==> src/rtl/dm_cache_ctrl.sv <==
// dm_cache_ctrl: sequences cache status/read/write commands and RAM write-back/refill for one CPU access at a time
`timescale 1ns/1ps
module dm_cache_ctrl #(
  parameter int ramWidth      = 8,
  parameter int addrWidth     = 8,
  parameter int blockAddrBits = 4
) (
  input  logic                 clk,
  input  logic                 rst_n,
  input  logic                 cpuReq,
  input  logic                 cpuWe,
  input  logic [addrWidth-1:0] cpuAddr,
  input  logic [ramWidth-1:0]  cpuDataIn,
  output logic [ramWidth-1:0]  cpuDataOut,
  output logic                 cpuReady,
  output logic                 busy,
  output logic [1:0]           cntrl,
  output logic [addrWidth-1:0] cacheAddr,
  output logic [ramWidth-1:0]  cacheDataIn,
  input  logic [ramWidth-1:0]  cacheDataOut,
  input  logic                 isHit,
  input  logic                 isClean,
  input  logic [ramWidth-1:0]  dataOutRAM,
  input  logic [addrWidth-1:0] addrOutRAM,
  output logic                 ramReq,
  output logic                 ramWe,
  output logic [addrWidth-1:0] ramAddr,
  output logic [ramWidth-1:0]  ramDataOut,
  input  logic [ramWidth-1:0]  ramDataIn,
  input  logic                 ramAck
);
  typedef enum logic [3:0] {CLEAR, IDLE, CHECK, READ, WRITE, WBACK, FILL, REFILL, DONE} state_t;
  state_t st, nxt;
  logic [addrWidth-1:0] addr_q, vaddr_q;
  logic [ramWidth-1:0]  data_q, vdata_q;
  logic                 we_q;
  always_ff @(posedge clk or negedge rst_n)
    if (!rst_n) st <= CLEAR;
    else st <= nxt;
  always_comb begin
    nxt = st;
    case (st)
      CLEAR:   nxt = IDLE;
      IDLE:    nxt = cpuReq ? CHECK : IDLE;
      CHECK:   nxt = isHit ? (we_q ? WRITE : READ) : isClean ? (we_q ? WRITE : FILL) : WBACK;
      READ:    nxt = DONE;
      WRITE:   nxt = DONE;
      WBACK:   nxt = ramAck ? (we_q ? WRITE : FILL) : WBACK;
      FILL:    nxt = ramAck ? REFILL : FILL;
      REFILL:  nxt = DONE;
      DONE:    nxt = IDLE;
      default: nxt = CLEAR;
    endcase
  end
  // victim address/data are frozen at the end of CHECK so the write-back stays stable while RAM stalls
  always_ff @(posedge clk or negedge rst_n)
    if (!rst_n) begin
      addr_q     <= '0;
      we_q       <= 1'b0;
      data_q     <= '0;
      vaddr_q    <= '0;
      vdata_q    <= '0;
      cpuDataOut <= '0;
    end else begin
      if (st == IDLE && cpuReq) begin
        addr_q <= {cpuAddr[addrWidth-1:blockAddrBits], cpuAddr[blockAddrBits-1:0]};
        we_q   <= cpuWe;
        data_q <= cpuDataIn;
      end
      if (st == CHECK) begin
        vaddr_q <= addrOutRAM;
        vdata_q <= dataOutRAM;
      end
      if (st == READ) cpuDataOut <= cacheDataOut;
      if (st == FILL && ramAck) cpuDataOut <= ramDataIn;
    end
  always_comb begin
    cntrl       = (st == CLEAR) ? 2'b00 : (st == READ) ? 2'b10 : (st == WRITE || st == REFILL) ? 2'b11 : 2'b01;
    cacheAddr   = (st == CLEAR) ? '0 : (st == IDLE) ? cpuAddr : addr_q;
    cacheDataIn = (st == WRITE) ? data_q : (st == REFILL) ? cpuDataOut : '0;
    ramReq      = (st == WBACK) || (st == FILL);
    ramWe       = (st == WBACK);
    ramAddr     = (st == WBACK) ? vaddr_q : (st == FILL) ? addr_q : '0;
    ramDataOut  = (st == WBACK) ? vdata_q : '0;
    cpuReady    = (st == DONE);
    busy        = (st != IDLE);
  end
endmodule

==> config.mk <==
export PLATFORM = sky130hd
export DESIGN_NAME = dm_cache_ctrl
export DESIGN_NICKNAME = d
export VERILOG_FILES = /design/src/rtl/dm_cache_ctrl.sv
export SDC_FILE = /design/constraint.sdc
export NUM_CORES = 1
export LEC_CHECK = 0
export BUFFER_PORTS_ARGS = -buffer_cell sky130_fd_sc_hd__buf_4
export CORE_ASPECT_RATIO = 0.8
export CORE_UTILIZATION = 51
export CTS_CLUSTER_DIAMETER = 120
export DETAILED_ROUTE_END_ITERATION = 10
export HOLD_SLACK_MARGIN = 0.08
export PLACE_DENSITY = 0.85
export SYNTH_ARGS = -nofsm -noshare
export SYNTH_HDL_FRONTEND = slang
export SYNTH_SLANG_ARGS = --single-unit
export TNS_END_PERCENT = 100
==> constraint.sdc <==
create_clock -name clk -period 2.54 [get_ports clk]
set_input_delay 0.127 -clock clk [delete_from_list [all_inputs] [get_ports clk]]
set_output_delay 0.127 -clock clk [all_outputs]
set_load 0.1 [all_outputs]
* Word-level counts from Yosys, hierarchy flattened
Index checks and enable logic that the tools add are counted.
** Operators by class
- Add/subtract/negate cells :: 0
- Div/mod/pow operators :: 0
- Multipliers :: 0
- Reductions and logical operators :: 8
- Multiplexer cells :: 20
- Shift operators :: 0
- Equal/unequal tests :: 9
- Order comparisons :: 0
- Bitwise operators :: 0
** Operator list (count)
- 8-bit two-way mux :: 9
- 4-bit case mux with 6 select lines :: 1
- 4-bit by 3-bit == test with 1-bit output (second input constant) :: 4
- 2-bit two-way mux :: 6
- 4-bit by 2-bit == test with 1-bit output (second input constant) :: 2
- 4-bit two-way mux :: 2
- 4-bit by 1-bit == test with 1-bit output (second input constant) :: 1
- 4-bit == test (second input constant) :: 1
- 4-bit zero test :: 1
- 4-bit by 1-bit inequality test with 1-bit output (second input constant) :: 1
- 3-bit two-way mux :: 1
- 3-bit OR reduction :: 1
- 1-bit logical AND :: 2
- 1-bit logical OR :: 2
- 2-bit nonzero test :: 1
- 2-bit OR reduction :: 1
- 1-bit two-way mux :: 1
** Word-level totals
- Word-level logic and storage cells :: 44
- Output and inout bits :: 46
- Bits in registers :: 45
- Latch bits :: 0
- Memories :: 0
- RAM bits :: 0
- ROM bits :: 0

* Longest topological paths before layout
Gate-level depths: netlist of the first run.
- Word-level depth :: 5
- Gate-level depth with buffers :: 6
- Depth with buffers taken out :: 3

* Worst setup path after synthesis of the first run
Ideal clock, no wire load.
- Kind :: flip-flop to output port
- Start :: register st[1]
- End :: output port cntrl[0]
- Required time :: 2413 ps
- Arrival :: 2977 ps
- Slack :: -564 ps
- Stages on the path, launching flop included :: 5
- Path buffers :: 2
- Path through :: dfrtp_1 > buf_2 > and2_1 > clkbuf_1 > o21ai_0
** Between the ends
- Cells in the longest elaborated chain, start to end :: 3
- Elaborated cells on any way between the ends :: 4
** RTL lines
- start, declared :: line 33 : state_t st, nxt;
- start signal, assigned :: line 39 : else st <= nxt;
- 4-bit by 2-bit == test with 1-bit output :: line 78 : cntrl = (st == CLEAR) ? 2'b00 : (st == READ) ? 2'b10 : (st == WRITE || st == REFILL) ? 2'b11 : 2'b01;
- 2-bit two-way mux :: line 78
- 2-bit two-way mux * :: line 78
- end, declared :: line 17 : output logic [1:0] cntrl,
Every way passes the cells marked *; elsewhere a longest branch is shown, timed or not.

* Final worst setup path of the first run
- Start :: register st[1]
- End :: output port ramAddr[3]
** Between the ends
- Cells in the longest elaborated chain, start to end :: 3
- Elaborated cells on any way between the ends :: 4
** RTL lines
- 4-bit by 3-bit == test with 1-bit output :: line 83 : ramAddr = (st == WBACK) ? vaddr_q : (st == FILL) ? addr_q : '0;
- 8-bit two-way mux :: line 83
- 8-bit two-way mux * :: line 83
- end, declared :: line 27 : output logic [addrWidth-1:0] ramAddr,
Marks and branches as above.

==> impl_metrics.toml, run 1 <==
[run_status]
status = "complete, no violations"

[finish]
syn2layout_area_growth_pct = 56.3
nets = 404
antenna_cells = 0
drive_gt1_frac = 0.446
utilization = 0.856
final_area_mm2 = 0.00366
fill_cells = 228

[worst_setup_path]
critPathSlowestCell = "dfrtp_1"
critPathLaunchType = "flip-flop"
slowest_delay_ps = 660
crit_type = "reg -> out"
path_delay_family = "flip-flops"
path_cells = "and4bb_2, a22o_1, buf_4"
path_buf_inv = 1
required_ps = 2410
r2r_slack_ps = 350
arrival_ps = 2100
worstPathMaxFanout = 18
cp-end-kind = "output pin"

[sta]
fin_crit_sh = 0.879
rsz0062_at_grt = "no"
tns_ps = 0
skew_ps = 3.59
setup_viol = 0
worstMarginPinSlew_ps = 570
maxSlewViolCount = 0
min_period_ps = 2230
fmax_mhz = 448
maxSlewHeadroom = 0.620
hold_viol = 0

[yosys]
ys.flop_type = "dfrtp_1"
ys_seq_area_frac = 0.480
synth_nets = 267
syn-cell-area_mm2 = 0.00234
yosys_warnings = 0
synth_area_per_cell_um2 = 11.1
async_flop_share = 1.00
ys_types = 35
synth_edf_count = 0
ys_seq_elements = 45
netlist_instances = 212

[floorplan]
start_util = 0.547
core_mm2 = 0.00428
io_pins = 101
dieWidth_um = 77.8
die_area_mm2 = 0.00487
rows = 21
die_h_um = 62.6

[detailed_routing]
vias = 2294
drt_pass1_iterations = 5
drc = 0
drt-total-wl_um = 7340
drtIter0Drc = 264
drtAntennaViolNets = 0
wl_per_cell_um = 18.0
via_per_inst = 5.64

[cts]
cts_root_buf = "clkbuf_8"
post_cts_resized = 0
clock_sinks = 45
htreeDepth = 2
cts_inserted_buffers = 5
clk_pin_slew_ps = 80
post-cts-setup-buffer-count = 0
clock_latency_ps = 300
cts_tree = "built"
clockBufferDepth = 2

[global_route]
grt_pass1_wl_um = 11800
grt-ovfl-total = 0
grt_max_degree = 46
grt_pass1_vias = 2415
antenna_found_initial = 0
gr-usage-all-layers = 0.321

[place]
dp_hpwl_um = 4200
dpl_cell_area_mm2 = 0.00314
place.gp.congestion = 0.797
port_buffers = 100

[flow_run]
cap_violations = 0

[hold_path]
hp-class = "in -> reg"
## metrics by stage
step                setup WS, ps  hold WS, ps  std cells
floorplan                   57.1         -169        212
global placement             736          161        358
detailed placement           706          155        358
CTS                          386         82.3        406
global route                 241         87.8        407
finish                       308         92.4        407
## registers in the layout (all words and copies together), names as in the netlist
signal and flops:
addr_q 8, cpuDataOut 8, data_q 8, st 4, vaddr_q 8, vdata_q 8, we_q 1
## what timing repair did
item | CTS | global route
hold buffers | 40 | 1
hold endpoints to repair | 83 | 1
setup endpoints to repair | 0 | 0
## layout by cell type, fill, tap and decap left out, types with 9 or more instances in the layout
cell type / instances
inv_1: 9
buf_4: 106
nor2_1: 13
dfrtp_1: 45
mux2_2: 25
dlygate4sd3_1: 41
nand2_1: 18
and2_1: 9
## tightest hold or removal path, cell delays in order
cell	delay [ps]
buf_4	80
a32oi_1	80
o21ai_0	60
## per-layer routing
layer / global-route usage / up-vias / routed length [um]
li1: - / 1029 / -
met1: 0.391 / 1123 / 2870
met2: 0.561 / 114 / 3870
met3: 0.0511 / 28 / 380
met4: 0.137 / 0 / 215
met5: 0 / - / 0
## synth_stat cells, drive strengths merged, types with 2 or more instances
library cell / instances / share of area
or2: 2 / 0.0053
buf: 10 / 0.027
clkbuf: 7 / 0.011
a32oi: 8 / 0.030
dfrtp: 45 / 0.48
nor2: 13 / 0.021
a22o: 8 / 0.030
nand2b: 4 / 0.011
nor4bb: 3 / 0.013
o21ai: 9 / 0.019
mux2: 33 / 0.17
a22oi: 9 / 0.031
nand3: 9 / 0.021
nand2: 18 / 0.029
inv: 9 / 0.014
and2: 9 / 0.024
a21oi: 2 / 0.0043
## final cells by class
class	count	area [um2]	area share
clock inverter	1	30.0	0.00819
timing repair buffer	147	1210	0.329
inverter	9	33.8	0.00922
sequential	45	1130	0.307
multi-input combinational	141	1110	0.303
tap	57	71.3	0.0195
clock buffer	7	86.3	0.0236
## path summary, 6_finish.rpt
check                             start            end  depth (start not counted)
min                        ramDataIn[0]  cpuDataOut[0]                          3
max reg2reg                       st[1]  cpuDataOut[7]                          4
max in group asynchronous         rst_n          st[0]                          2
min reg2reg                   data_q[6]      data_q[6]                          1
max                               st[1]     ramAddr[3]                          3
min in group asynchronous         rst_n     vaddr_q[3]                          2
## logic make-up after synthesis
group                  Yosys count  synth area share
buffers and inverters           26            0.0523
AND/OR/NAND/NOR                 66             0.160
flip-flops                      45             0.480
multiplexers                    33             0.171
AO/OA/AOI/OAI                   42             0.137
Power of run 1 is left out: the tool's default activity adds up to more than one toggle a clock period on the data nets, which glitch-free logic cannot reach.
==> inputs of run 2 (changes only) <==
Settings changed: ABC_AREA set to 1.
==> run 2 against run 1 <==
- count of clock-buffer cells in the layout down 1
- maximum frequency down 5.2%
- non-clock buffer count down 1
- via count up 11%
- first-iteration DRC count down 23%
- critical path type unchanged
==> impl_metrics.toml, run 2 <==
[yosys]
synth_edf_count = 0
async_flop_share = 1.00
syn-cell-area_mm2 = 0.00234
ys_types = 22
synth_most_common_cell = "nand2_1"
synth_area_leaders = "dfrtp_1 48%, nand3_1 9.6%, nand2_1 9.4%, o21ai_0 7.9%, inv_1 5.0%"
netlist_instances = 294
synth_area_per_cell_um2 = 7.98
yosys-top-cells-count = "59 x nand2_1, 45 x dfrtp_1, 45 x nand3_1"
yosys_warnings = 0
ys.flop_type = "dfrtp_1"
ys_seq_elements = 45
synth_nets = 349
yosysTopAreaCell = "dfrtp_1"
ys_seq_area_frac = 0.480
synth_top_area_frac = 0.480

[sta]
setup_viol = 0
maxSlewHeadroom = 0.624
setup_slack_ps = 186
hold_viol = 0
worstMarginPinSlew_ps = 564
rsz0062_at_grt = "no"
fin_crit_sh = 0.927
maxSlewViolCount = 0
min_period_ps = 2350
fmax_mhz = 425
whs_ps = 93.1
skew_ps = 3.87
tns_ps = 0

[floorplan]
die_area_mm2 = 0.00487
start_util = 0.547
rows = 21
dieWidth_um = 77.8
die_h_um = 62.6
io_pins = 101
core_mm2 = 0.00428

[cts]
cts_inserted_buffers = 5
clockBufferDepth = 2
cts_root_buf = "clkbuf_8"
htreeDepth = 2
post-cts-setup-buffer-count = 0
clk_pin_slew_ps = 80
cts_tree = "built"
clock_sinks = 45
clock_latency_ps = 290

[finish]
nets = 490
final_cell_mix = "101 x buf_4, 58 x nand2_1, 45 x nand3_1, 45 x dfrtp_1, 45 x dlygate4sd3_1"
final_common_cell = "buf_4"
antenna_cells = 0
fill_cells = 210
fin_cells = 493
syn2layout_area_growth_pct = 57.0
drive_gt1_frac = 0.314

[hold_path]
hp-class = "in -> reg"
whs_path_depth = 3

[worst_setup_path]
cp-end-kind = "output pin"
critPathSlowestCell = "dfrtp_1"
path_cells = "inv_1, nor2_2, buf_4, nand2_1, clkinv_1, nand2_1, o21ai_1, buf_4"
required_ps = 2410
ff2ff_path_depth = 6
crit_type = "reg -> out"
slowest_delay_ps = 450
critPathLaunchType = "flip-flop"
worstPathMaxFanout = 13
arrival_ps = 2230

[global_route]
grt_pass1_wl_um = 11900
met1_usage = 0.395
top_usage_layer = "met2"
met3_usage = 0.0584
antenna_found_initial = 0
gr-usage-all-layers = 0.312
grt_max_degree = 46
grt-ovfl-total = 0
use_met2 = 0.541
grt_pass1_vias = 2518

[detailed_routing]
wl_per_cell_um = 14.5
vias = 2547
drtIter0Drc = 204
drtAntennaViolNets = 0
drt_pass1_iterations = 4
drc = 0
drt-total-wl_um = 7160
via_per_inst = 5.17

[run_status]
status = "complete, no violations"

[place]
place.gp.congestion = 0.904
dp_hpwl_um = 4460
pre_cts_slack_ps = 563
port_buffers = 100
placed_cells = 440

[flow_run]
cap_violations = 0
[run 2: cell types whose count changed after synthesis, sizes merged, moves of 14 or more]
cell   previous run  this run
a21oi             2        16
inv               9        33
mux2             33         0
nand2            18        63
nand3             9        46
nor2             13        31
o21ai             9        42
[run 2: kinds of logic after synthesis]
kind of cell,after synthesis,synth area share
and+or+nand+nor,142,0.283
DFF,45,0.480
buffers and inverters,47,0.0987
AOI/OAI and AO/OA,60,0.138
[run 2: timing repair]
item	CTS	global route
endpoints found under the setup margin	0	8
gates resized for setup	0	2
hold buffers	44	1
endpoints found under the hold margin	80	1
[run 2: layout make-up]
type | instances | area [um2] | share of cell area
clock inverter | 2 | 37.5 | 0.0102
tap | 57 | 71.3 | 0.0194
clock buffer | 6 | 82.6 | 0.0224
inverter | 35 | 131 | 0.0357
sequential | 45 | 1130 | 0.306
timing repair buffer | 146 | 1210 | 0.328
multi-input combinational | 202 | 1020 | 0.278
[run 2: path summary, 6_finish.rpt]
| kind | start | to | slack, ps |
|---|---|---|---|
| hold / removal | dataOutRAM[1] | vdata_q[1] | 90 |
| setup reg to reg | st[3] | cpuDataOut[3] | 290 |
| min in group asynchronous | rst_n | addr_q[3] | 360 |
| setup / recovery | st[2] | ramAddr[4] | 190 |
| max in group asynchronous | rst_n | cpuDataOut[2] | 1790 |
| hold reg to reg | vaddr_q[7] | vaddr_q[7] | 480 |
[run 2: metal layers]
layer  up-vias  part of all wire
met3        10             0.059
met2        95              0.51
met1      1212              0.42
met4         0             0.015
li1       1230                 -
met5         -                 0
[run 2: stage by stage]
step / utilization / cell area, um2
CTS: 0.855 / 3660
detailed placement: 0.725 / 3100
floorplan: - / 2370
global placement: 0.725 / 3100
finish: 0.859 / 3680
global route: 0.859 / 3680
[run 2: worst max-delay path: cells and delay by family, from the launching register on]
kind | cells | cell delay (ps)
AOI/OAI and AO/OA | 1 | 80
buffers and inverters | 4 | 900
DFF | 1 | 450
and+or+nand+nor | 3 | 500
Power of run 2 is left out for the same reason.
==> inputs of run 3 (changes only) <==
Settings changed: CORE_ASPECT_RATIO 0.8 to 0.9.
==> run 3 against run 2 <==
- core utilization is 3.6 points lower
- setup slack worse by 40 ps
- worst hold slack worse by 22 ps
- routed wire length is 5.0% higher
- largest cell class unchanged
==> impl_metrics.toml, run 3 (synthesized netlist as in run 2, its figures left out) <==
[floorplan]
die_h_um = 66.3
io_pins = 101
start_util = 0.529
core_mm2 = 0.00443
die_area_mm2 = 0.00487
rows = 23
dieWidth_um = 73.5

[cts]
cts_tree = "built"
htreeDepth = 2
clock_sinks = 45
clock_latency_ps = 310
cts_root_buf = "clkbuf_8"
clockBufferDepth = 2
post-cts-setup-buffer-count = 0
cts_inserted_buffers = 5
clk_pin_slew_ps = 90

[place]
dp_hpwl_um = 4540
dpl_cell_area_mm2 = 0.00311
placed_cells = 445
place.gp.congestion = 0.861
port_buffers = 100

[detailed_routing]
vias = 2631
drc = 0
drt-total-wl_um = 7530
via_per_inst = 5.34
drtAntennaViolNets = 0
drtIter0Drc = 250
wl_per_cell_um = 15.3
drt_pass1_iterations = 5

[sta]
whs_ps = 71.4
fmax_mhz = 418
setup_viol = 0
maxSlewViolCount = 0
fin_crit_sh = 0.942
maxSlewHeadroom = 0.617
min_period_ps = 2390
hold_viol = 0
worstMarginPinSlew_ps = 574
skew_ps = 7.18
rsz0062_at_grt = "no"

[worst_setup_path]
required_ps = 2780
crit_type = "reg -> reg"
worstPathMaxFanout = 12
arrival_ps = 2640
worstSetupStartpoint = "st[1]"
critPathLaunchType = "flip-flop"
ff2ff_path_depth = 7
r2r-end = "cpuDataOut[4]"
r2r_slack_ps = 150
rr_startpoint = "st[1]"
cp-end-kind = "flip-flop"

[finish]
fin_cells = 493
nets = 485
antenna_cells = 0
drive_gt1_frac = 0.316
syn2layout_area_growth_pct = 55.6
final_common_cell = "buf_4"
final_cell_mix = "101 x buf_4, 59 x nand2_1, 45 x nand3_1, 45 x dfrtp_1, 40 x dlygate4sd3_1"
final_area_mm2 = 0.00365

[global_route]
grt-ovfl-total = 0
antenna_found_initial = 0
grt_pass1_vias = 2483
grt_pass1_wl_um = 11700
grt_max_degree = 46
gr-usage-all-layers = 0.324

[hold_path]
hp-class = "in -> reg"
whs_path_depth = 3
hp-start = "cacheDataOut[3]"
holdPathEnd = "cpuDataOut[3]"

[flow_run]
cap_violations = 0

[run_status]
status = "complete, no violations"
[run 3: changes by cell type in the layout (fill, tap and decap cells not counted), sizes merged]
cell / previous run / this run
clkbuf: 6 / 5
clkinvlp: 1 / 0
clkinv: 2 / 3
dlygate4sd3: 45 / 40
bufinv: 1 / 2
[run 3: routing by layer]
| layer | wire length, um | vias to the layer above | global-route usage |
|---|---|---|---|
| met4 | 231 | 0 | 0.139 |
| li1 | - | 1225 | - |
| met3 | 470 | 25 | 0.0808 |
| met5 | 0 | - | 0 |
| met1 | 2930 | 1247 | 0.378 |
| met2 | 3890 | 134 | 0.563 |
[run 3: per-stage QoR]
| step | util | setup slack (ps) | TNS [ps] |
|---|---|---|---|
| 4_1_cts | 0.822 | 122 | 0 |
| 2_1_floorplan | - | -594 | -5880 |
| 6_report | 0.823 | 146 | 0 |
| 3_5_place_dp | 0.702 | 571 | 0 |
| 3_3_place_gp | 0.702 | 669 | 0 |
| 5_1_grt | 0.823 | 7.53 | 0 |
[run 3: final cells by class]
cell class	instances	area, um2
tap	62	77.6
inverter	35	131
timing repair buffer	141	1160
clock inverter	3	65.1
sequential	45	1130
clock buffer	5	68.8
multi-input combinational	202	1020
fill	277	783
[run 3: repair_timing]
action,4_1_cts,5_1_grt
endpoints found under the hold margin,78,0
hold buffers,40,0
resized for setup,0,1
setup endpoints to repair,0,6
[run 3: worst max path at each step]
stage / to / slack (ps) / depth (start not counted)
2_1_floorplan: cacheDataIn[0] / -590 / 4
3_3_place_gp: ramAddr[7] / 670 / 8
3_5_place_dp: ramAddr[4] / 570 / 8
4_1_cts: cpuDataOut[4] / 120 / 7
5_1_grt: cpuDataOut[0] / 8 / 7
6_report: cpuDataOut[4] / 150 / 7
[run 3: worst max-delay path, cell delays in order, from the launching register on]
cell and delay (ps):
dfrtp_1 480, inv_2 100, nor2_4 290, nand2_1 390
nor2_4 320, nand2_1 80, nand3_1 90, dlygate4sd3_1 560
Power of run 3 is left out for the same reason.
